==> config.mk <==
export PLATFORM = sky130hd
export DESIGN_NAME = wbck_ctrl
export DESIGN_NICKNAME = d
export VERILOG_FILES = /design/src/rtl/wbck_ctrl.sv
export SDC_FILE = /design/constraint.sdc
export NUM_CORES = 1
export LEC_CHECK = 0
export ABC_AREA = 0
export BUFFER_PORTS_ARGS = -buffer_cell sky130_fd_sc_hd__clkbuf_2
export CAP_MARGIN = 40
export CORE_ASPECT_RATIO = 1.75
export CORE_MARGIN = 8
export CORE_UTILIZATION = 51
export DETAILED_ROUTE_END_ITERATION = 16
export PLACE_DENSITY = 0.89
export SLEW_MARGIN = 20
export SYNTH_ARGS = -nofsm -noshare
export SYNTH_HDL_FRONTEND = slang
export SYNTH_SLANG_ARGS = --single-unit
==> constraint.sdc <==
create_clock -name clk -period 4.07 [get_ports clk]
set_input_delay 0 -clock clk [delete_from_list [all_inputs] [get_ports clk]]
set_output_delay 0 -clock clk [all_outputs]
set_load 0.05 [all_outputs]
==> src/rtl/wbck_ctrl.sv <==
// Integer register file write-back controller.
// Arbitrates ALU and long-pipe results onto the single write port and tracks
// outstanding long-pipe destinations in a small circular FIFO (OITF) so that
// dispatch can be stalled on RAW/WAW hazards.
module wbck_ctrl #(
  parameter int unsigned OITF_DEPTH = 4,
  localparam int unsigned PTR_W = $clog2(OITF_DEPTH)
) (
  input  logic        clk,
  input  logic        rst,

  input  logic        disp_valid,
  output logic        disp_ready,
  input  logic        disp_rdwen,
  input  logic [4:0]  disp_rdidx,
  input  logic [4:0]  disp_rs1idx,
  input  logic [4:0]  disp_rs2idx,
  input  logic        disp_rs1en,
  input  logic        disp_rs2en,
  output logic        oitf_dep,
  output logic        oitf_empty,

  input  logic        alu_wbck_valid,
  output logic        alu_wbck_ready,
  input  logic [4:0]  alu_wbck_idx,
  input  logic [31:0] alu_wbck_dat,

  input  logic        longp_wbck_valid,
  output logic        longp_wbck_ready,
  input  logic [31:0] longp_wbck_dat,

  output logic        wbck_dest_wen,
  output logic [4:0]  wbck_dest_idx,
  output logic [31:0] wbck_dest_dat
);

  // Pointers carry an extra MSB wrap bit to tell full from empty.
  logic [PTR_W:0]   r_wr_ptr;
  logic [PTR_W:0]   r_rd_ptr;
  logic             r_rdwen [OITF_DEPTH];
  logic [4:0]       r_rdidx [OITF_DEPTH];

  logic             w_empty;
  logic             w_full;
  logic             w_alloc;
  logic             w_retire;
  logic             w_alu_hs;
  logic [PTR_W:0]   w_count;
  logic [PTR_W-1:0] w_wr_idx;
  logic [PTR_W-1:0] w_rd_idx;
  logic [PTR_W-1:0] w_off   [OITF_DEPTH];
  logic             w_valid [OITF_DEPTH];

  assign w_wr_idx = r_wr_ptr[PTR_W-1:0];
  assign w_rd_idx = r_rd_ptr[PTR_W-1:0];
  assign w_empty  = (r_wr_ptr == r_rd_ptr);
  assign w_full   = (w_wr_idx == w_rd_idx) && (r_wr_ptr[PTR_W] != r_rd_ptr[PTR_W]);
  assign w_count  = r_wr_ptr - r_rd_ptr;

  // No full-bypass: a same-cycle retire does not free a slot for allocation.
  assign disp_ready       = !w_full;
  assign oitf_empty       = w_empty;
  assign longp_wbck_ready = !w_empty;
  // Long-pipe results are older than any ALU result, so they win the port.
  assign alu_wbck_ready   = !(longp_wbck_valid && !w_empty);

  assign w_alloc  = disp_valid && disp_ready;
  assign w_retire = longp_wbck_valid && longp_wbck_ready;
  assign w_alu_hs = alu_wbck_valid && alu_wbck_ready;

  // Pointer update; reset discards every outstanding entry.
  always_ff @(posedge clk) begin
    if (rst) begin
      r_wr_ptr <= '0;
      r_rd_ptr <= '0;
    end else begin
      if (w_alloc) begin
        r_wr_ptr <= r_wr_ptr + 1'b1;
      end
      if (w_retire) begin
        r_rd_ptr <= r_rd_ptr + 1'b1;
      end
    end
  end

  // Entry storage; contents need no reset since validity comes from the pointers.
  always_ff @(posedge clk) begin
    if (w_alloc) begin
      r_rdwen[w_wr_idx] <= disp_rdwen;
      r_rdidx[w_wr_idx] <= disp_rdidx;
    end
  end

  // An entry is live when its distance from the head is below the occupancy.
  always_comb begin
    for (int i = 0; i < OITF_DEPTH; i++) begin
      w_off[i]   = PTR_W'(i) - w_rd_idx;
      w_valid[i] = ({1'b0, w_off[i]} < w_count);
    end
  end

  // Hazard detection against every live entry that writes a non-x0 register.
  always_comb begin
    oitf_dep = 1'b0;
    for (int i = 0; i < OITF_DEPTH; i++) begin
      if (w_valid[i] && r_rdwen[i] && (r_rdidx[i] != 5'd0)) begin
        if ((disp_rs1en && (disp_rs1idx == r_rdidx[i])) ||
            (disp_rs2en && (disp_rs2idx == r_rdidx[i])) ||
            (disp_rdwen && (disp_rdidx  == r_rdidx[i]))) begin
          oitf_dep = 1'b1;
        end
      end
    end
  end

  // Write port mux; writes to x0 complete the handshake but are suppressed.
  always_comb begin
    wbck_dest_wen = 1'b0;
    wbck_dest_idx = 5'd0;
    wbck_dest_dat = 32'd0;
    if (w_retire) begin
      wbck_dest_wen = r_rdwen[w_rd_idx] && (r_rdidx[w_rd_idx] != 5'd0) && !rst;
      wbck_dest_idx = r_rdidx[w_rd_idx];
      wbck_dest_dat = longp_wbck_dat;
    end else if (w_alu_hs) begin
      wbck_dest_wen = (alu_wbck_idx != 5'd0) && !rst;
      wbck_dest_idx = alu_wbck_idx;
      wbck_dest_dat = alu_wbck_dat;
    end
  end

endmodule
; After elaboration in Yosys (flattened, before gate mapping)
; Memory sizes are Yosys's and may differ from the RTL's. A register that Yosys moved wholly into a read port is not among the register bits.
; Cells that the tools add are included.
[word_totals]
regBits = 6
latch_bits = 0
ramBits = 24
mem_bits_ro = 0
in_bits = 92
word_cells = 95
n_memories = 2
[memory_table]
columns = memory, depth, word_bits, read_ports, rd_ports_with_merged_regs, write_ports, line_no
row1 = r_rdidx, 4, 5, 5, 1, 1, 41  ; logic [4:0] r_rdidx [OITF_DEPTH];
row2 = r_rdwen, 4, 1, 5, 1, 1, 40  ; logic r_rdwen [OITF_DEPTH];
[classes]
add_sub_neg = 7
n_mul = 0
div_mod_pow = 0
magnitude_cmp = 4
n_eq_ne = 15
n_shift = 0
n_mux = 20
bitwise_logic = 0
n_reduce_logical = 45
[op_table]
columns = cell, n
row1 = two-way mux 32 bit, 2
row2 = == test 5 bit, 12
row3 = nonzero test 5 bit, 6
row4 = logical AND 1 bit, 27
row5 = less-than comparator 2 x 3 -> 1 bit, 4
row6 = two-way mux 1 bit, 12
row7 = two-way mux 5 bit, 2
row8 = logical OR 1 bit, 8
row9 = two-way mux 2 bit, 4
row10 = adder 3 x 1 -> 3 bit (second input constant), 2
row11 = zero test 1 bit, 4
row12 = subtractor 1 x 2 -> 2 bit (first input constant), 2
row13 = subtractor 2 bit (first input constant), 2
row14 = == test 3 bit, 1
row15 = subtractor 3 bit, 1
row16 = == test 2 bit, 1
row17 = inequality test 1 bit, 1

; Depth between registers and ports, before layout
; Gate-level depths: netlist of the first run.
[depth]
ltp_word = 12
mapped_depth = 11
ltp_nobuf = 11

; Least setup slack after synthesis of the first run
; Ideal clock, no wire load.
[synth_timing]
path_kind = reg2out
startpoint = register r_wr_ptr[0]
endpoint = output port wbck_dest_wen
t_arrival_ns = 2.598
t_required_ns = 4.070
path_slack_ns = 1.472
path_stages_with_launch = 10
cell_sequence = dfxtp_1 -> inv_1 -> ha_1 -> nand2_1 -> o21a_1 -> clkbuf_1 -> buf_2 -> inv_1 -> o211ai_1 -> a21oi_1
[synth_between]
elab_chain_len = 7
[synth_lines]
columns = item, line_no
row1 = from (decl), 38  ; logic [PTR_W:0] r_wr_ptr;
row2 = from (signal assigned), 78  ; r_wr_ptr <= r_wr_ptr + 1'b1;
row3 = == test 3 bit, 56  ; assign w_empty = (r_wr_ptr == r_rd_ptr);
row4 = zero test 1 bit, 65  ; assign alu_wbck_ready = !(longp_wbck_valid && !w_empty);
row5 = logical AND 1 bit, 65
row6 = zero test 1 bit, 65
row7 = named net alu_wbck_ready, 24  ; output logic alu_wbck_ready,
row8 = logical AND 1 bit, 69  ; assign w_alu_hs = alu_wbck_valid && alu_wbck_ready;
row9 = two-way mux 1 bit, 125  ; end else if (w_alu_hs) begin
row10 = two-way mux 1 bit, 121  ; if (w_retire) begin
row11 = to (decl), 32  ; output logic wbck_dest_wen,
; The timed path passes the listed nets, and every way through them passes these cells.

; Worst setup path in the final report of the first run
[layout_timing]
startpoint = register r_wr_ptr[0]
endpoint = output port oitf_dep
[layout_between]
elab_chain_len = 11
word_cells_on_any_way = 20
cone_classes = add/sub (1) / order compare (4) / mux (7) / reduce/logical (8)
[layout_lines]
columns = item, line_no
row1 = subtractor 3 bit *, 58  ; assign w_count = r_wr_ptr - r_rd_ptr;
row2 = less-than comparator 2 x 3 -> 1 bit, 98  ; w_valid[i] = ({1'b0, w_off[i]} < w_count);
row3 = logical AND 1 bit (2 in a row), 106  ; if (w_valid[i] && r_rdwen[i] && (r_rdidx[i] != 5'd0)) begin
row4 = two-way mux 1 bit, 106
row5 = two-way mux 1 bit, 107  ; if ((disp_rs1en && (disp_rs1idx == r_rdidx[i])) ||
row6 = two-way mux 1 bit, 106
row7 = two-way mux 1 bit, 107
row8 = two-way mux 1 bit, 106
row9 = two-way mux 1 bit, 107
row10 = two-way mux 1 bit *, 106
row11 = to (decl), 20  ; output logic oitf_dep,
; Mark *: on every way between the ends. The rest lies on a longest branch, timed or not.

==> flow_summary.yaml, run 1 <==
pwr:
  p_leak_nw: 1.59
  p_int_mw: 0.766
  p_total_mw: 1.52
  swShare: 0.495
  seqPwrFrac: 0.271
  switching_power_mw: 0.752
  vdd_ir_drop_max_v: 0.000274
  combPwrFrac: 0.557
  power_density_nw_per_um2: 429
  power_frac_clock: 0.172
run_status:
  status: "complete, no violations"
floorplan:
  io_pins: 135
  num_rows: 35
  start_util: 0.525
  core_sq_um: 5260
  die_area_sq_um: 8110
  fp.dieW_um: 71.6
  die_y_um: 113
yosys:
  yosysSeqAreaShare: 0.319
  synth_warnings: 0
  syn_inst: 323
  synth_area_per_cell_sq_um: 8.54
  ys_ff_latch: 32
  syn-num-nets: 428
  syn_area_sq_um: 2760
  yosys.cell_types.count: 28
layout:
  final_nets: 554
  diodes: 0
  nFillCells: 442
  regArea_sq_um: 881
  syn2layout_area_growth_pct: 28.2
  multiInputGateArea_sq_um: 1770
  final_util: 0.673
  drive_gt1_frac: 0.329
critical_path:
  crit_fanout: 5
  worst-setup-path-type: "flop to output pin"
  cpMostUsedCell: "inv_1"
  worstPathRequired_ns: 4.07
  worstSetupStartpointType: "flop"
  cp_cell_sequence: "inv_1 > ha_1 > inv_1 > fa_1 > inv_1 > ha_1 > nor2_1 > nor2_1 > o221ai_1 > a31oi_1 > or4_1 > clkbuf_2"
  crit_slowest_cell: "dfxtp_1"
  end_kind: "output pin"
  cp.arrival_ns: 2.99
  critPathMaxStageDelay_ns: 0.42
min_path:
  hold_class: "input port to flop"
sta:
  hold_violations: 0
  fmax_ghz: 0.334
  slew_headroom: 0.550
  clock_skew_ns: 0.00987
  tightestPinTransition_ns: 0.676
  finalCritPeriodShare: 0.736
  rsz0062_at_grt: "no"
  slew_viol_final: 0
  period_minus_slack_ns: 2.99
  setup_tns_ns: 0
  finalSetupViolCount: 0
route:
  drcViolationCount: 0
  firstDrtPassIters: 4
  drt-initial-drc-count: 160
  antenna_left: 0
  drt-wirelength-per-cell_um: 17.9
  wl_um: 9020
  route.vias.total: 2867
  routed_via_density: 5.68
placement:
  dpl.hpwl_um: 7400
  place_congestion: 1.03
  numPortBuffers: 134
clock_tree:
  cts_buffers: 5
  ctsHoldBuffers: 0
  cts_tree: "done"
  cts.path.max_buffers: 2
  cts-resized-gates: 0
  cts.sinks: 32
  postCtsSetupBuffers: 0
  root_buffer: "clkbuf_8"
  htree_levels: 2
  clkLatencyLatePin_ns: 0.28
  clk_pin_slew_ns: 0.07
global_route:
  grt_pass1_wl_um: 14300
  grt_use_total: 0.222
  grt_pass1_vias: 2721
  antenna_found_initial: 0
  overflow: 0
  grt_max_degree: 52
run:
  drv_cap: 0
[state kept, by name (all words and copies together), names as in the netlist, named ones only]
register and cells:
r_wr_ptr 3, r_rdwen 4, r_rd_ptr 3, r_rdidx 20
[final timing paths]
| path | startpoint | to | slack, ns | cells after the start |
|---|---|---|---|---|
| max reg2reg | r_rd_ptr[1]$_SDFFE_PP0P_ | r_rdidx[3][3]$_DFFE_PP_ | 1.96 | 4 |
| min | rst | flop | 0.005 | 2 |
| max | r_wr_ptr[0]$_SDFFE_PP0P_ | oitf_dep | 1.08 | 12 |
| min reg2reg | r_rd_ptr[1]$_SDFFE_PP0P_ | r_rd_ptr[1]$_SDFFE_PP0P_ | 0.54 | 2 |
[cells in the mapped netlist (all sizes together)]
cell type	number	area share
a21oi	6	0.011
a31oi	5	0.011
and2	4	0.0091
buf	4	0.0091
clkbuf	12	0.016
dfxtp	8	0.058
edfxtp	24	0.26
fa	1	0.0073
ha	12	0.054
inv	11	0.015
mux4	6	0.054
nand2	78	0.11
nand3	13	0.024
nor2	9	0.012
nor4	12	0.027
o211ai	2	0.0073
o21a	1	0.0027
o21ai	37	0.067
o221ai	4	0.013
or2	1	0.0023
or4	7	0.019
xnor2	16	0.051
xor2	50	0.16
[cell families after synthesis]
logic type,after synthesis,share of synthesized area
simple gates,124,0.200
flops,32,0.319
compound gates,55,0.112
mux,6,0.0544
buf+inv,27,0.0404
xor+xnor,66,0.212
fa+ha+maj,13,0.0617
[power groups by stage]
stage,sequential [mW],clock (mW),combinational (mW)
after global placement,0.415,0,0.827
after CTS,0.411,0.266,0.847
after floorplan,0.401,0,0.654
final,0.412,0.261,0.845
after global routing,0.415,0.280,0.912
after detailed placement,0.418,0,0.845
[critical path, delay by kind of cell (launching register included)]
family | cells | cell delay, ns
compound gates | 2 | 0.24
fa+ha+maj | 3 | 0.90
flops | 1 | 0.42
buf+inv | 4 | 0.60
simple gates | 3 | 0.56
[per-stage QoR]
stage,cells,cell area (sq um),hold slack [ns],setup WS [ns]
after global routing,505,3540,0.0192,0.918
after detailed placement,497,3440,0.302,1.40
final,505,3540,0.00527,1.08
after CTS,505,3540,0.00215,1.08
after global placement,497,3440,0.292,1.51
after floorplan,323,2760,0.0989,1.47
[layer usage]
layer | global-route usage | part of all wire | vias up | routed length (um)
met3 | 0.0443 | 0.095 | 23 | 855
met2 | 0.415 | 0.53 | 164 | 4790
li1 | - | - | 1372 | -
met4 | 0.110 | 0.030 | 0 | 272
met5 | 0 | 0 | - | 0
met1 | 0.224 | 0.34 | 1308 | 3100
[cell type report]
type / count / area share
multi-input cells: 264 / 0.500
flip-flops and latches: 32 / 0.249
repair buffers: 135 / 0.192
clock buffers: 8 / 0.0283
well taps: 55 / 0.0195
inverters: 11 / 0.0117
[cells in the final DEF (no fill, tap or decap)]
cell type  Yosys  routed
ha_1          12      12
nand3_1       13      13
xor2_1        49      49
inv_1         11      11
clkbuf_1      12       1
a21oi_1        6       6
nor4_1        12      12
mux4_2         2       2
o21a_2         0       1
or4_1          7       7
o211ai_1       1       1
dfxtp_1        8       8
nor2_1         9       9
clkbuf_8       0       7
o211ai_2       1       1
buf_4          0       1
clkbuf_2       0     134
o221ai_1       4       4
fa_1           1       1
nand2_1       78      78
xnor2_1       16      16
o21ai_0       37      37
xor2_2         1       1
a31oi_1        5       5
and2_1         4       4
edfxtp_1      24      24
or2_2          1       1
mux4_1         4       4
(Power assumes the default switching activity.)
==> run 2, diff against run 1 <==
Settings changed: ABC_AREA 0 to 1, CORE_UTILIZATION 51 to 49, PLACE_DENSITY 0.89 to 0.84.
Clock period 4.07 ns to 2.91 ns, I/O delays scaled along.
==> run 2 against run 1 <==
Against the previous run:
- final cell count increased by 36%
- wire length rose by 37%
- worst hold slack better by 0.084 ns
- critical endpoint unchanged
- largest cell class unchanged
==> flow_summary.yaml, run 2 <==
run_status:
  status: "complete, no violations"
clock_tree:
  ctsHoldBuffers: 0
  postCtsSetupBuffers: 0
  cts.sinks: 32
  cts_buffers: 5
  cts_tree: "done"
  root_buffer: "clkbuf_8"
  cts.path.max_buffers: 2
  clkLatencyLatePin_ns: 0.29
  clk_pin_slew_ns: 0.06
  htree_levels: 2
  cts-resized-gates: 0
global_route:
  use_met2: 0.505
  grt-busiest-layer: "met2"
  use_met1: 0.269
  antenna_found_initial: 0
  overflow: 0
  grt.met3_usage: 0.0464
  grt_pass1_vias: 3809
  grt_use_total: 0.281
  grt_max_degree: 36
  grt_pass1_wl_um: 19100
pwr:
  power_density_nw_per_um2: 587
  p_total_mw: 2.27
  vdd_ir_drop_max_v: 0.000565
  p_leak_nw: 2.20
floorplan:
  io_pins: 135
  num_rows: 38
  core_sq_um: 6130
  fp.dieW_um: 75.8
  die_area_sq_um: 9160
  die_y_um: 121
  start_util: 0.501
layout:
  regArea_sq_um: 881
  multiInputGateArea_sq_um: 1840
  final_nets: 713
  syn2layout_area_growth_pct: 25.8
  diodes: 0
  largest_reg_flops: 20
  largestRegisters: "r_rdidx (20), r_rdwen (4)"
  top_register: "r_rdidx"
  final_common_cell: "nand2_1"
  nFillCells: 597
  drive_gt1_frac: 0.248
  final_cell_mix: "nand2_1 (164), clkbuf_2 (133), inv_1 (65)"
route:
  antenna_left: 0
  wl_um: 12400
  drt-initial-drc-count: 223
  routed_via_density: 5.44
  firstDrtPassIters: 7
  route.vias.total: 3751
  drcViolationCount: 0
  drt-wirelength-per-cell_um: 18.0
critical_path:
  ff2ff_setup_slack_ns: 1.00
  r2r-start: "r_wr_ptr[0]$_SDFFE_PP0P_"
  worstPathRequired_ns: 2.91
  reg2regPathDepth: 5
  worstSetupStartpointType: "flop"
  cp_cell_sequence: "inv_1 > ha_1 > inv_1 > fa_1 > inv_1 > ha_1 > a21oi_1 > o21ai_0 > inv_1 > nand2_1 > nand2_1 > inv_1 > nand2_1 > clkbuf_4"
  worst_r2r_endpoint: "r_rdidx[2][0]$_DFFE_PP_"
  crit_slowest_cell: "fa_1"
  crit_fanout: 5
  cpMostUsedCell: "inv_1"
  end_kind: "output pin"
  worst-setup-path-type: "flop to output pin"
  critPathMaxStageDelay_ns: 0.40
  cp.arrival_ns: 2.71
yosys:
  yosys_most_used_dff: "edfxtp_1"
  yosys.area.top_type: "edfxtp_1"
  synth.most_common_cell: "nand2_1"
  yosysSeqAreaShare: 0.287
  syn_area_sq_um: 3070
  syn-num-nets: 582
  synth_edf_count: 24
  ys_ff_latch: 32
  syn_inst: 477
  synthTopCellsByArea: "edfxtp_1 (23%), nand2_1 (20%), a22o_1 (9.1%)"
  async_flop_share: 0
  synth_warnings: 0
  yosys.cell_types.count: 28
  synth_commonest_cells: "nand2_1 (164), inv_1 (65), nor2_1 (55)"
  synth_area_per_cell_sq_um: 6.44
  synth_top_area_share: 0.235
sta:
  slew_headroom: 0.624
  tightestPinTransition_ns: 0.564
  setup_tns_ns: 0
  fmax_ghz: 0.369
  whs_ns: 0.0888
  slew_viol_final: 0
  rsz0062_at_grt: "no"
  finalCritPeriodShare: 0.930
  clock_skew_ns: 0.00487
  period_minus_slack_ns: 2.71
  hold_violations: 0
  finalSetupViolCount: 0
min_path:
  hold_class: "input port to flop"
  min_from: "disp_valid"
  hold_depth: 3
  min_to: "r_wr_ptr[0]$_SDFFE_PP0P_"
placement:
  numPortBuffers: 134
  place_congestion: 0.953
  dpl.hpwl_um: 10500
run:
  drv_cap: 0
run 2: cell families (layout without fill, tap and decap cells):
kind of cell | count (synthesis) | after routing | synth area share
adder cells (fa/ha/maj) | 13 | 13 | 0.0554
flip-flops | 32 | 32 | 0.287
AO/OA/AOI/OAI | 93 | 93 | 0.196
AND/OR/NAND/NOR | 261 | 261 | 0.348
buffers and inverters | 78 | 210 | 0.114
run 2: routing by layer:
layer | routed length [um] | vias to the layer above
li1 | - | 1819
met1 | 4180 | 1684
met2 | 6660 | 197
met3 | 743 | 51
met4 | 814 | 0
met5 | 0 | -
run 2: layout make-up:
type / count / share of cell area
well taps: 80 / 0.0259
clock inverters: 3 / 0.00972
inverters: 68 / 0.0674
repair buffers: 134 / 0.174
multi-input cells: 367 / 0.477
flip-flops and latches: 32 / 0.228
clock buffers: 5 / 0.0178
run 2: worst max-delay path by stage:
stage | startpoint | end | slack [ns] | cells past startpoint
detailed placement | r_wr_ptr[0]$_SDFFE_PP0P_ | oitf_dep | 0.48 | 14
finish | r_wr_ptr[0]$_SDFFE_PP0P_ | oitf_dep | 0.20 | 14
global route | r_wr_ptr[0]$_SDFFE_PP0P_ | oitf_dep | 0.006 | 14
global placement | r_wr_ptr[0]$_SDFFE_PP0P_ | oitf_dep | 0.58 | 14
CTS | r_wr_ptr[0]$_SDFFE_PP0P_ | oitf_dep | 0.15 | 14
floorplan | r_wr_ptr[0]$_SDFFE_PP0P_ | wbck_dest_idx[1] | 0.46 | 6
run 2: critical path: cells and delay by family, from the launching register on:
| kind | cells | cell delay (ns) |
|---|---|---|
| AOI/OAI and AO/OA | 2 | 0.27 |
| adders and majority gates | 3 | 0.90 |
| buffers and inverters | 6 | 0.65 |
| DFF | 1 | 0.38 |
| and+or+nand+nor | 3 | 0.18 |
run 2: where the power goes:
group,total (mW),switching (mW),leakage [nW],internal [mW]
Sequential,0.572,0.0455,0.286,0.526
Combinational,1.29,0.926,1.86,0.360
Clock,0.411,0.162,0.0532,0.249
run 2: metrics by stage:
stage / utilization / instances / area (sq um) / setup slack (ns)
finish: 0.630 / 689 / 3860 / 0.203
CTS: 0.629 / 689 / 3860 / 0.149
global placement: 0.612 / 681 / 3750 / 0.581
floorplan: - / 477 / 3070 / 0.463
global route: 0.630 / 689 / 3860 / 0.00560
detailed placement: 0.612 / 681 / 3750 / 0.479
==> run 3, diff against run 2 <==
Settings changed: ABC_AREA 1 to unset, CORE_UTILIZATION 49 to 47, PLACE_DENSITY 0.84 to 0.83.
==> run 3 against run 2 <==
Against the previous run:
- power decreased by 7.6%
- wire length decreased by 26%
- flip-flop and latch count unchanged
- final area decreased by 7.2%
- critical path type unchanged
- largest power group unchanged
- highest routed layer unchanged
==> flow_summary.yaml, run 3 (synthesized netlist as in run 1, its figures left out) <==
floorplan:
  die_area_sq_um: 8670
  num_rows: 37
  core_sq_um: 5790
  start_util: 0.477
  die_y_um: 117
  fp.dieW_um: 73.9
  io_pins: 135
sta:
  setup_tns_ns: 0
  tightestPinTransition_ns: 0.658
  slew_viol_final: 0
  clock_skew_ns: 0.00327
  finalSetupViolCount: 0
  slew_headroom: 0.561
  finalCritPeriodShare: 0.947
  hold_violations: 0
  fmax_ghz: 0.363
  period_minus_slack_ns: 2.76
  rsz0062_at_grt: "no"
min_path:
  hold_class: "input port to flop"
  min_from: "rst"
global_route:
  grt_max_degree: 48
  overflow: 0
  grt_pass1_wl_um: 14100
  grt_use_total: 0.208
  grt_pass1_vias: 2863
  antenna_found_initial: 0
critical_path:
  cpMostUsedCell: "nor2_1"
  cp_cell_sequence: "inv_4 > ha_2 > inv_1 > fa_1 > inv_2 > ha_1 > nor2_1 > nor2_1 > o221ai_1 > a31oi_1 > or4_4 > buf_8"
  worstSetupStartpointType: "flop"
  critPathLaunch: "r_wr_ptr[0]$_SDFFE_PP0P_"
  crit_slowest_cell: "fa_1"
  crit_family: "adder cells"
  r2r-start: "r_rd_ptr[1]$_SDFFE_PP0P_"
  worst-setup-path-type: "flop to output pin"
  cp.arrival_ns: 2.76
  path_buf_inv: 4
  end_kind: "output pin"
  worstPathRequired_ns: 2.91
  critPathMaxStageDelay_ns: 0.49
  crit_fanout: 5
route:
  antenna_left: 0
  drcViolationCount: 0
  drt-wirelength-per-cell_um: 17.4
  wl_um: 9160
  route.vias.total: 2835
  routed_via_density: 5.37
  firstDrtPassIters: 4
  drt-initial-drc-count: 137
clock_tree:
  postCtsSetupBuffers: 0
  cts.sinks: 32
  cts.path.max_buffers: 2
  cts_tree: "done"
  ctsHoldBuffers: 0
  cts_buffers: 5
  clkLatencyLatePin_ns: 0.28
  htree_levels: 2
  root_buffer: "clkbuf_8"
  clk_pin_slew_ns: 0.06
layout:
  final_nets: 554
  nFillCells: 493
  final_common_cell: "clkbuf_2"
  drive_gt1_frac: 0.340
  diodes: 0
  syn2layout_area_growth_pct: 29.9
  final_cell_mix: "clkbuf_2 (133), nand2_1 (78), xor2_1 (49)"
  top_register: "r_rdidx"
  largestRegisters: "r_rdidx (20), r_rdwen (4)"
  largest_reg_flops: 20
  final_area_sq_um: 3580
placement:
  dpl.hpwl_um: 7610
  numPortBuffers: 134
  post_dp_cell_area_sq_um: 3480
  place_congestion: 1.03
run:
  drv_cap: 0
run_status:
  status: "complete, no violations"
pwr:
  vdd_ir_drop_max_v: 0.000349
  p_int_mw: 1.04
  p_total_mw: 2.09
  power_density_nw_per_um2: 585
  swShare: 0.503
  combPwrFrac: 0.575
  switching_power_mw: 1.05
  power_frac_clock: 0.149
  p_leak_nw: 1.58
  seqPwrFrac: 0.276
run 3: changes by cell type in the layout (fill, tap and decap cells not counted), moves of 6 or more:
cell,change
nor2_1,-46
a21oi_1,-11
or4_1,+6
inv_1,-56
a22o_1,-32
xnor2_1,+16
xor2_1,+49
nand3_1,-17
nand2_1,-86
nor4_1,+12
run 3: through the flow:
| stage | hold slack (ns) | setup WS, ns | std cells | utilization |
|---|---|---|---|---|
| 2_1_floorplan | 0.0989 | 0.312 | 323 | - |
| 3_3_place_gp | 0.295 | 0.357 | 520 | 0.601 |
| 3_5_place_dp | 0.307 | 0.229 | 520 | 0.601 |
| 4_1_cts | 0.00449 | 0.0266 | 528 | 0.616 |
| 5_1_grt | 0.0274 | 0.0132 | 528 | 0.619 |
| 6_report | 0.0148 | 0.154 | 528 | 0.619 |
run 3: timing repair:
action	CTS	global route
gates resized for setup	2	10
cloned	0	0
pin swaps	0	1
endpoints found under the setup margin	1	1
run 3: final cells by class:
type                       count  area, sq um  area share
clock inverter                 1         5.00     0.00140
inverter                      11         43.8      0.0122
tap                           78         97.6      0.0272
multi-input combinational    264         1770       0.495
sequential                    32          886       0.247
timing repair buffer         135          701       0.196
clock buffer                   7         76.3      0.0213
run 3: power by group through the flow:
stage | sequential [mW] | combinational [mW] | clock [mW]
global route | 0.581 | 1.30 | 0.339
CTS | 0.574 | 1.20 | 0.320
finish | 0.578 | 1.20 | 0.313
detailed placement | 0.583 | 1.20 | 0
global placement | 0.580 | 1.17 | 0
floorplan | 0.561 | 0.915 | 0
run 3: metal layers:
metal,global-route usage,vias to the layer above,part of all wire,wire length (um)
li1,-,1373,-,-
met3,0.0418,27,0.10,942
met2,0.381,154,0.52,4800
met5,0,-,0,0
met4,0.127,0,0.047,432
met1,0.196,1281,0.33,2990
run 3: worst paths after layout:
check / to / slack (ns) / cells after the start
max: oitf_dep / 0.15 / 12
min: r_wr_ptr[1]$_SDFFE_PP0P_ / 0.01 / 2
max reg2reg: r_rdidx[3][4]$_DFFE_PP_ / 0.82 / 4
min reg2reg: r_rd_ptr[1]$_SDFFE_PP0P_ / 0.53 / 2
